==> src/rtl/imem_loader_pkg.sv <==
// Shared types and constants for the instruction-memory program loader.
// Word layout, stream byte lanes and the loader state encoding live here.
package imem_loader_pkg;

    localparam int unsigned INSTR_WIDTH     = 19;
    localparam int unsigned IMEM_ADDR_WIDTH = 12;
    localparam int unsigned IMEM_SIZE       = 4096;
    localparam int unsigned COUNT_WIDTH     = 16;
    localparam int unsigned BYTES_PER_WORD  = 3;
    localparam int unsigned OPCODE_MSB      = 18;
    localparam int unsigned OPCODE_LSB      = 13;

    // Upper bits of the third word byte must be zero padding.
    localparam logic [7:0] TOP_BYTE_PAD_MASK = 8'hF8;

    typedef enum logic [3:0] {
        ST_IDLE  = 4'd0,
        ST_HDR0  = 4'd1,
        ST_HDR1  = 4'd2,
        ST_B0    = 4'd3,
        ST_B1    = 4'd4,
        ST_B2    = 4'd5,
        ST_WRITE = 4'd6,
        ST_DONE  = 4'd7,
        ST_ERROR = 4'd8
    } state_t;

    function automatic logic [5:0] opcode6(input logic [INSTR_WIDTH-1:0] word);
        return word[OPCODE_MSB:OPCODE_LSB];
    endfunction

endpackage

==> src/rtl/imem_loader_if.sv <==
// Host byte stream (valid/ready) plus the instruction-memory write port.
// The loader uses the slave view; the host side and memory use the master view.
interface imem_loader_if import imem_loader_pkg::*; ();

    logic [7:0]                 rx_data;
    logic                       rx_valid;
    logic                       rx_ready;
    logic                       imem_write_enable;
    logic [IMEM_ADDR_WIDTH-1:0] imem_write_address;
    logic [INSTR_WIDTH-1:0]     imem_write_data;

    modport slave (
        input  rx_data,
        input  rx_valid,
        output rx_ready,
        output imem_write_enable,
        output imem_write_address,
        output imem_write_data
    );

    modport master (
        output rx_data,
        output rx_valid,
        input  rx_ready,
        input  imem_write_enable,
        input  imem_write_address,
        input  imem_write_data
    );

endinterface

==> src/rtl/imem_loader.sv <==
// Program loader: parses a count header and 3-byte little-endian words from the
// host stream and writes them to instruction memory from address 0, holding the core.
module imem_loader
    import imem_loader_pkg::*;
(
    input  logic          clk,
    input  logic          reset,
    input  logic          load_start,
    imem_loader_if.slave  bus,
    output logic          cpu_hold,
    output logic          load_busy,
    output logic          load_done,
    output logic          load_error
);

    localparam logic [COUNT_WIDTH-1:0] MAX_COUNT = COUNT_WIDTH'(IMEM_SIZE);

    state_t                     state, state_nxt;
    logic [COUNT_WIDTH-1:0]     remaining, remaining_nxt;
    logic [IMEM_ADDR_WIDTH-1:0] addr, addr_nxt;
    logic [15:0]                asm_word, asm_nxt;
    logic [IMEM_ADDR_WIDTH-1:0] waddr_nxt;
    logic [INSTR_WIDTH-1:0]     wdata_nxt;
    logic                       we_nxt, rx_ready_nxt, busy_nxt, done_nxt, error_nxt, hold_nxt;
    logic                       xfer;
    logic [COUNT_WIDTH-1:0]     hdr_count;

    assign xfer      = bus.rx_valid & bus.rx_ready;
    assign hdr_count = {bus.rx_data, remaining[7:0]};

    // State, datapath and registered outputs.
    always_ff @(posedge clk) begin
        if (reset) begin
            state                  <= ST_IDLE;
            remaining              <= '0;
            addr                   <= '0;
            asm_word               <= '0;
            bus.rx_ready           <= 1'b0;
            bus.imem_write_enable  <= 1'b0;
            bus.imem_write_address <= '0;
            bus.imem_write_data    <= '0;
            cpu_hold               <= 1'b0;
            load_busy              <= 1'b0;
            load_done              <= 1'b0;
            load_error             <= 1'b0;
        end else begin
            state                  <= state_nxt;
            remaining              <= remaining_nxt;
            addr                   <= addr_nxt;
            asm_word               <= asm_nxt;
            bus.rx_ready           <= rx_ready_nxt;
            bus.imem_write_enable  <= we_nxt;
            bus.imem_write_address <= waddr_nxt;
            bus.imem_write_data    <= wdata_nxt;
            cpu_hold               <= hold_nxt;
            load_busy              <= busy_nxt;
            load_done              <= done_nxt;
            load_error             <= error_nxt;
        end
    end

    // Next-state decode; byte states advance only on an accepted transfer.
    always_comb begin
        state_nxt = state;
        case (state)
            ST_IDLE, ST_DONE, ST_ERROR: if (load_start) state_nxt = ST_HDR0;
            ST_HDR0: if (xfer) state_nxt = ST_HDR1;
            ST_HDR1: begin
                if (xfer) begin
                    if (hdr_count == '0 || hdr_count > MAX_COUNT) state_nxt = ST_ERROR;
                    else                                          state_nxt = ST_B0;
                end
            end
            ST_B0: if (xfer) state_nxt = ST_B1;
            ST_B1: if (xfer) state_nxt = ST_B2;
            ST_B2: begin
                if (xfer) begin
                    if ((bus.rx_data & TOP_BYTE_PAD_MASK) != 8'h00) state_nxt = ST_ERROR;
                    else                                            state_nxt = ST_WRITE;
                end
            end
            ST_WRITE: state_nxt = (remaining == COUNT_WIDTH'(1)) ? ST_DONE : ST_B0;
            default:  state_nxt = ST_IDLE;
        endcase
    end

    // Datapath updates and next values of the registered outputs.
    always_comb begin
        remaining_nxt = remaining;
        addr_nxt      = addr;
        asm_nxt       = asm_word;
        waddr_nxt     = bus.imem_write_address;
        wdata_nxt     = bus.imem_write_data;
        we_nxt        = 1'b0;
        case (state)
            ST_IDLE, ST_DONE, ST_ERROR: if (state_nxt == ST_HDR0) addr_nxt = '0;
            ST_HDR0: if (xfer) remaining_nxt[7:0]  = bus.rx_data;
            ST_HDR1: if (xfer) remaining_nxt[15:8] = bus.rx_data;
            ST_B0:   if (xfer) asm_nxt[7:0]        = bus.rx_data;
            ST_B1:   if (xfer) asm_nxt[15:8]       = bus.rx_data;
            ST_B2: begin
                if (state_nxt == ST_WRITE) begin
                    we_nxt    = 1'b1;
                    waddr_nxt = addr;
                    wdata_nxt = {bus.rx_data[2:0], asm_word};
                end
            end
            ST_WRITE: begin
                remaining_nxt = remaining - COUNT_WIDTH'(1);
                // The last word may sit at the top address; never step past it.
                if (remaining != COUNT_WIDTH'(1)) addr_nxt = addr + IMEM_ADDR_WIDTH'(1);
            end
            default: ;
        endcase
        rx_ready_nxt = (state_nxt == ST_HDR0) || (state_nxt == ST_HDR1) || (state_nxt == ST_B0) ||
                       (state_nxt == ST_B1)   || (state_nxt == ST_B2);
        busy_nxt     = rx_ready_nxt || (state_nxt == ST_WRITE);
        done_nxt     = (state_nxt == ST_DONE);
        error_nxt    = (state_nxt == ST_ERROR);
        hold_nxt     = busy_nxt || error_nxt;
    end

endmodule
==> src/flat_wrapper.sv <==
// flat-port wrapper written by rule: the top's interface ports become plain ports
module imem_loader_flat import imem_loader_pkg::*;
  (clk, reset, load_start, cpu_hold, load_busy, load_done, load_error, bus_rx_data, bus_rx_valid, bus_rx_ready, bus_imem_write_enable, bus_imem_write_address, bus_imem_write_data);
  imem_loader_if bus_i ();
  input  logic clk;
  input  logic reset;
  input  logic load_start;
  output logic cpu_hold;
  output logic load_busy;
  output logic load_done;
  output logic load_error;
  input wire logic [$bits(bus_i.rx_data)-1:0] bus_rx_data;
  input wire logic [$bits(bus_i.rx_valid)-1:0] bus_rx_valid;
  output wire logic [$bits(bus_i.rx_ready)-1:0] bus_rx_ready;
  output wire logic [$bits(bus_i.imem_write_enable)-1:0] bus_imem_write_enable;
  output wire logic [$bits(bus_i.imem_write_address)-1:0] bus_imem_write_address;
  output wire logic [$bits(bus_i.imem_write_data)-1:0] bus_imem_write_data;
  assign bus_i.rx_data = bus_rx_data;
  assign bus_i.rx_valid = bus_rx_valid;
  assign bus_rx_ready = bus_i.rx_ready;
  assign bus_imem_write_enable = bus_i.imem_write_enable;
  assign bus_imem_write_address = bus_i.imem_write_address;
  assign bus_imem_write_data = bus_i.imem_write_data;
  imem_loader u_core (.clk(clk), .reset(reset), .load_start(load_start), .bus(bus_i), .cpu_hold(cpu_hold), .load_busy(load_busy), .load_done(load_done), .load_error(load_error));
endmodule
==> config.mk <==
export PLATFORM = sky130hd
export DESIGN_NAME = imem_loader_flat
export DESIGN_NICKNAME = d
export VERILOG_FILES = /design/src/rtl/imem_loader_pkg.sv /design/src/rtl/imem_loader_if.sv /design/src/rtl/imem_loader.sv /design/src/flat_wrapper.sv
export SDC_FILE = /design/constraint.sdc
export NUM_CORES = 1
export LEC_CHECK = 0
export BUFFER_PORTS_ARGS = -buffer_cell sky130_fd_sc_hd__clkbuf_2
export CAP_MARGIN = 10
export CORE_UTILIZATION = 51
export DETAILED_ROUTE_END_ITERATION = 10
export PLACE_DENSITY = 0.7
export SLEW_MARGIN = 0
export SYNTH_ARGS = -nofsm -noshare
export SYNTH_HDL_FRONTEND = slang
export SYNTH_SLANG_ARGS = --single-unit
==> constraint.sdc <==
create_clock -name clk -period 2.7 [get_ports clk]
set_clock_uncertainty 0.1 [all_clocks]
set_input_delay 0.54 -clock clk [delete_from_list [all_inputs] [get_ports clk]]
set_output_delay 0.54 -clock clk [all_outputs]
set_load 0.02 [all_outputs]
# After elaboration in Yosys (flattened, before gate mapping)
# Cells that the tools add are included.
# totals
elab_cells	79
inputBits	12
output_inout_bits	37
register_bits	85
# classes
n_mux	17
eq_ne	22
n_reduce_logical	21
magnitude_cmp	1
bitwise_logic	2
addsub	2
# op_table
op	count
4-bit by 3-bit equality test with 1-bit output (second input constant)	8
4-bit two-way mux	8
8-bit case mux with 2 select lines	2
4-bit case mux with 7 select lines	1
12-bit two-way mux	2
12-bit case mux with 2 select lines	1
16-bit by 1-bit equality test with 1-bit output (second input constant)	1
4-bit by 2-bit equality test with 1-bit output (second input constant)	4
16-bit by 13-bit greater-than comparator with 1-bit output (second input constant)	1
16-bit logical NOT	1
16-bit by 1-bit inequality test with 1-bit output (second input constant)	1
16-bit by 1-bit subtractor with 16-bit output (second input constant)	1
12-bit by 1-bit adder with 12-bit output (second input constant)	1
2-bit AND reduction	5
4-bit by 1-bit equality test with 1-bit output (second input constant)	2
4-bit equality test (second input constant)	2
8-bit two-way mux	1
2-bit by 1-bit inequality test with 1-bit output (second input constant)	4
8-bit nonzero test	1
1-bit logical OR	7
2-bit nonzero test	3
4-bit logical NOT	1
3-bit two-way mux	1
3-bit AND reduction	1
5 further kinds	5

# Longest topological paths before layout
# depth
ltp_word	12
depth_mapped	8

# Least setup slack after synthesis
# Ideal clock, no wire load.
# synth_timing
path_type	in2reg
start	in bus_rx_valid
end	reg u_core.addr[10]
required_time_ps	2452
setup_ps	148
stages	5
t_arrival_ps	1734
setup_slack_ps	718
path_cell_list	and3_1 a21bo_2 a32o_1 nor3_1 a311oi_1
# synth_between
elab_chain_len	6
word_cells_on_any_way	10
classes_between	2 x eq/ne; 6 x mux; 1 x bitwise; 1 x reduce/logical
# synth_rtl
element	line	rtl
from (decl)	flat_wrapper.sv:13	input wire logic [$bits(bus_i.rx_valid)-1:0] bus_rx_valid;
1-bit bitwise AND (*)	imem_loader.sv:28	assign xfer = bus.rx_valid & bus.rx_ready;
4-bit two-way mux (on tied branches)	-	
4-bit case mux with 7 select lines (*)	imem_loader.sv:65	case (state)
4-bit by 1-bit equality test with 1-bit output (*)	imem_loader.sv:96	ST_IDLE, ST_DONE, ST_ERROR: if (state_nxt == ST_HDR0) addr_nxt = '0;
2-bit by 1-bit inequality test with 1-bit output (no line) (*)	-	
3-bit AND reduction (no line) (*)	-	
to (signal assigned)	imem_loader.sv:49	addr <= addr_nxt;
to (decl)	imem_loader.sv:20	logic [IMEM_ADDR_WIDTH-1:0] addr, addr_nxt;
# Every way passes the cells marked *; elsewhere a longest branch is shown, timed or not.
# A chain may end at the register's enable or synchronous reset.

# Worst setup path in the final report
# layout_timing
start	reg u_core.state[0]
end	reg u_core.cpu_hold
# layout_between
elab_chain_len	10
word_cells_on_any_way	30
classes_between	15 x eq/ne; 7 x mux; 8 x reduce/logical
# layout_rtl
element	line	rtl
from (decl)	imem_loader.sv:18	state_t state, state_nxt;
from (signal assigned)	imem_loader.sv:47	state <= state_nxt;
4-bit by 3-bit equality test with 1-bit output (tied with other cells)	imem_loader.sv:65	
3-bit OR reduction	imem_loader.sv:65	
4-bit case mux with 7 select lines (*)	imem_loader.sv:65	
4-bit by 1-bit equality test with 1-bit output or 4-bit by 2-bit equality test with 1-bit output (tied branches)	imem_loader.sv:115	rx_ready_nxt = (state_nxt == ST_HDR0) || (state_nxt == ST_HDR1) || (state_nxt == ST_B0) ||
1-bit logical OR (3 in a row)	imem_loader.sv:115	
1-bit logical OR	imem_loader.sv:116	(state_nxt == ST_B1) || (state_nxt == ST_B2);
1-bit logical OR	imem_loader.sv:117	busy_nxt = rx_ready_nxt || (state_nxt == ST_WRITE);
1-bit logical OR (*)	imem_loader.sv:120	hold_nxt = busy_nxt || error_nxt;
to (signal assigned)	imem_loader.sv:55	cpu_hold <= hold_nxt;
to (decl)	imem_loader.sv:10	output logic cpu_hold,
# Marks and branches as above.

==> run metrics <==
arrival time reported for the critical path endpoint=2380 ps; Core Box Area=6944 um^2; final max-slew violation count=0; cells traversed along the worst timing path=and3_1 -> a21bo_2 -> a32o_1 -> nor2_1 -> and3_4 -> a211oi_2; DRC viols=0; startpoint of the tightest hold check path=u_core.asm_word[2]; maximum clock insertion buffer count=2; highest ir drop seen on vdd=0.0004023 V; leakage power of the design=1.614 nW; clock share of power=37.8%; total chip power=0.002291 W; worst hold path stage count=2; RSZ-0062 raised after global routing=no; routed wire length on met3=471 um; ratio of cells with drive above 1 in the final layout=19.33%; # fillers=619; Post-Syn Instances=455; Total Neg Setup Slack=0 ps; horizontal die dimension=87.82 um; number of antenna-violating nets in the routed design=0; worst min-delay path category=flop to flop; end of the worst register-to-register path=u_core.cpu_hold; WL final=9588 um; largest delay contributor family on the critical path=simple AND/OR/NAND/NOR gates; Total Die Area=7712 um^2; Post-Syn Area per Cell=8.255 um^2; antenna violations before repair=0; routed length on met2=4279 um; clock network latency to the later pin of the worst-skew pair=360 ps; worst setup path class=flop to flop; clock net sink count=85; combined area of all synthesized cells=3756 um^2; sequential share of power=55.8%; Net Count, Synth=471; leading cell type in the layout, fill and taps excluded=dfxtp_1; Startpoint Class=flop; Final setup violation count=0; highest-count cells in the layout ignoring fill and taps=85 x dfxtp_1, 78 x nand2_1, 62 x nor2_1; cell with the biggest individual delay on the critical path=dfxtp_1; Slew Limit Headroom=59.85%; sum of net half-perimeters after detailed placement=6650 um; Synthesis Warnings=0; number of hold buffers added after CTS=0; async set-or-reset flop fraction in the synthesized netlist=0%; initial standard-cell utilization of the core=54.09%; PD cells=531.4 nW/um^2; Required @ worst endpoint=2830 ps; minimum clock period after layout=2256 ps; total buffers and inverters traversed by the critical path=0; area of the multi-input gates=1938 um^2; Yosys cell types=61; via density per instance=5.721; highest clock rate=0.4433 GHz; CTS Root Cell=clkbuf_8; most instantiated flip-flop cell in the synthesis netlist=dfxtp_1; max-cap viol count=0; startpoint of the worst-slack reg-to-reg timing path=u_core.state[0]; final worst-path cycle share=83.55%; area added between synthesis and finish=14.76%; Nets=518; total congestion overflow=0; Comb pwr share=6.4%; vias in the first global route=3116; count of final hold-check violations=0; largest stage delay on the critical path=630 ps; overall routing resource usage=26.23%; cells on worst reg2reg path=6; sequential-to-total area share from yosys stat=45.30%; worst min-delay path endpoint=u_core.bus.imem_write_data[2]; number of search-and-repair iterations in the first detailed-routing pass=6; global-route wire length before repair=15490 um; final RePlAce weighted congestion=0.8826; antenna cell count=0; Top Metal Used=met4; number of placement rows=30; routed wire length per instance=15.90 um; WL met1=4616 um; TritonCTS clock tree=done; Via Count=3450; die extent in y=87.82 um; I/O pin cnt=49; type of destination of the critical path=flop; total of flip-flops plus latches after synthesis=85; switching power=0.0006049 W; slew at the pin closest to its max-slew limit=600.5 ps; clock slew at the register clock pins of the worst setup and hold paths=100 ps; Storage cell area=1702 um^2; setup slack of the worst register-to-register path=440 ps; count of buffers from port buffering=48; number of buffers added for setup after CTS=0; number of DRC markers in iteration 0=237; CTS Buf Count=9; switching share of total power=26.41%; maximum fanout along the worst path=12; pin count of the biggest net entering global routing=86; number of flops mapped to enable cells by yosys=0; internal power consumption=0.001686 W; CTS HTree Levels=3; outcome=complete, no violations; number of resized instances in the post-cts repair step=0
state kept, by name, indices dropped and copies added, names as in the netlist:
signal and cells:
u_core.bus.imem_write_enable 1, u_core.bus.imem_write_address 12, u_core.cpu_hold 1, u_core.remaining 16
u_core.load_done 1, u_core.bus.imem_write_data 19, u_core.addr 12, u_core.state 4
u_core.load_busy 1, u_core.load_error 1, u_core.bus.rx_ready 1, u_core.asm_word 16
cell families after synthesis:
logic type      Yosys count  synth area share [%]
fa+ha+maj                 4                 1.332
buf+inv                  29                 3.164
xor+xnor                  1                0.2332
simple gates            217                 28.28
compound gates          101                 16.86
mux                      18                 4.830
flops                    85                 45.30
worst max path at each step:
| stage | startpoint | to | cells past startpoint |
|---|---|---|---|
| finish | u_core.state[0] | u_core.cpu_hold | 6 |
| floorplan | bus_rx_valid | u_core.addr[10] | 5 |
| CTS | u_core.state[0] | u_core.cpu_hold | 6 |
| detailed placement | bus_rx_data[5] | u_core.addr[9] | 7 |
| global route | u_core.state[1] | u_core.load_busy | 5 |
| global placement | bus_rx_data[0] | u_core.cpu_hold | 7 |
layout make-up:
cell class	count	area share, %
timing repair buffer	60	7.954
multi-input combinational	341	44.96
inverter	5	0.4354
clock buffer	10	3.193
clock inverter	6	1.190
sequential	85	39.48
tap	96	2.787
through the flow:
stage	utilization, %	std cells	cell area [um^2]	hold WS (ps)	setup slack, ps
after floorplan	-	455	3756	331.2	717.9
after global placement	59.35	587	4121	342.9	489.1
after detailed placement	59.35	587	4121	344.4	426.5
after CTS	62.07	603	4310	349.2	475.1
after global routing	62.07	603	4310	379.6	313.0
final	62.07	603	4310	345.5	444.3
worst min-delay path, stage by stage, from the launching register on:
cell and delay (ps):
dfxtp_1 320, nand2_1 50, a21oi_1 50
cells in the mapped netlist (2+ instances only):
master	n	share of area (%)
nor4b_1	3	0.70
nand2_1	78	7.8
nand3_1	10	1.3
a221oi_1	3	0.70
a211oi_1	2	0.40
nor2_2	2	0.33
o311ai_0	2	0.47
nor4_4	2	1.1
nor3_1	22	2.9
a31oi_1	4	0.67
dfxtp_1	85	45
nor4_1	9	1.5
clkbuf_1	20	2.0
a311oi_1	5	1.2
and2_1	2	0.33
buf_4	2	0.40
buf_2	2	0.27
nor2_1	63	6.3
and3_1	4	0.67
a21oi_1	58	7.7
nand4_1	3	0.50
inv_1	4	0.40
or3_1	2	0.33
ha_1	4	1.3
nand2b_1	3	0.50
a41oi_1	2	0.47
o21ai_0	8	1.1
o211ai_1	2	0.40
mux2i_1	17	4.5
power groups by stage:
stage	registers [W]	logic (W)	clock network, W
after floorplan	0.00131	0.0000915	0
after global placement	0.00131	0.000144	0
after detailed placement	0.00131	0.000144	0
after CTS	0.00128	0.000145	0.000878
after global routing	0.00128	0.000160	0.000928
final	0.00128	0.000146	0.000866
metal layers:
layer	vias to the layer above	track usage, %
li1	1714	-
met1	1601	36.39
met2	118	40.80
met3	17	4.241
met4	0	10.43
met5	-	0
Note: power is estimated with default switching activity, not from simulation.
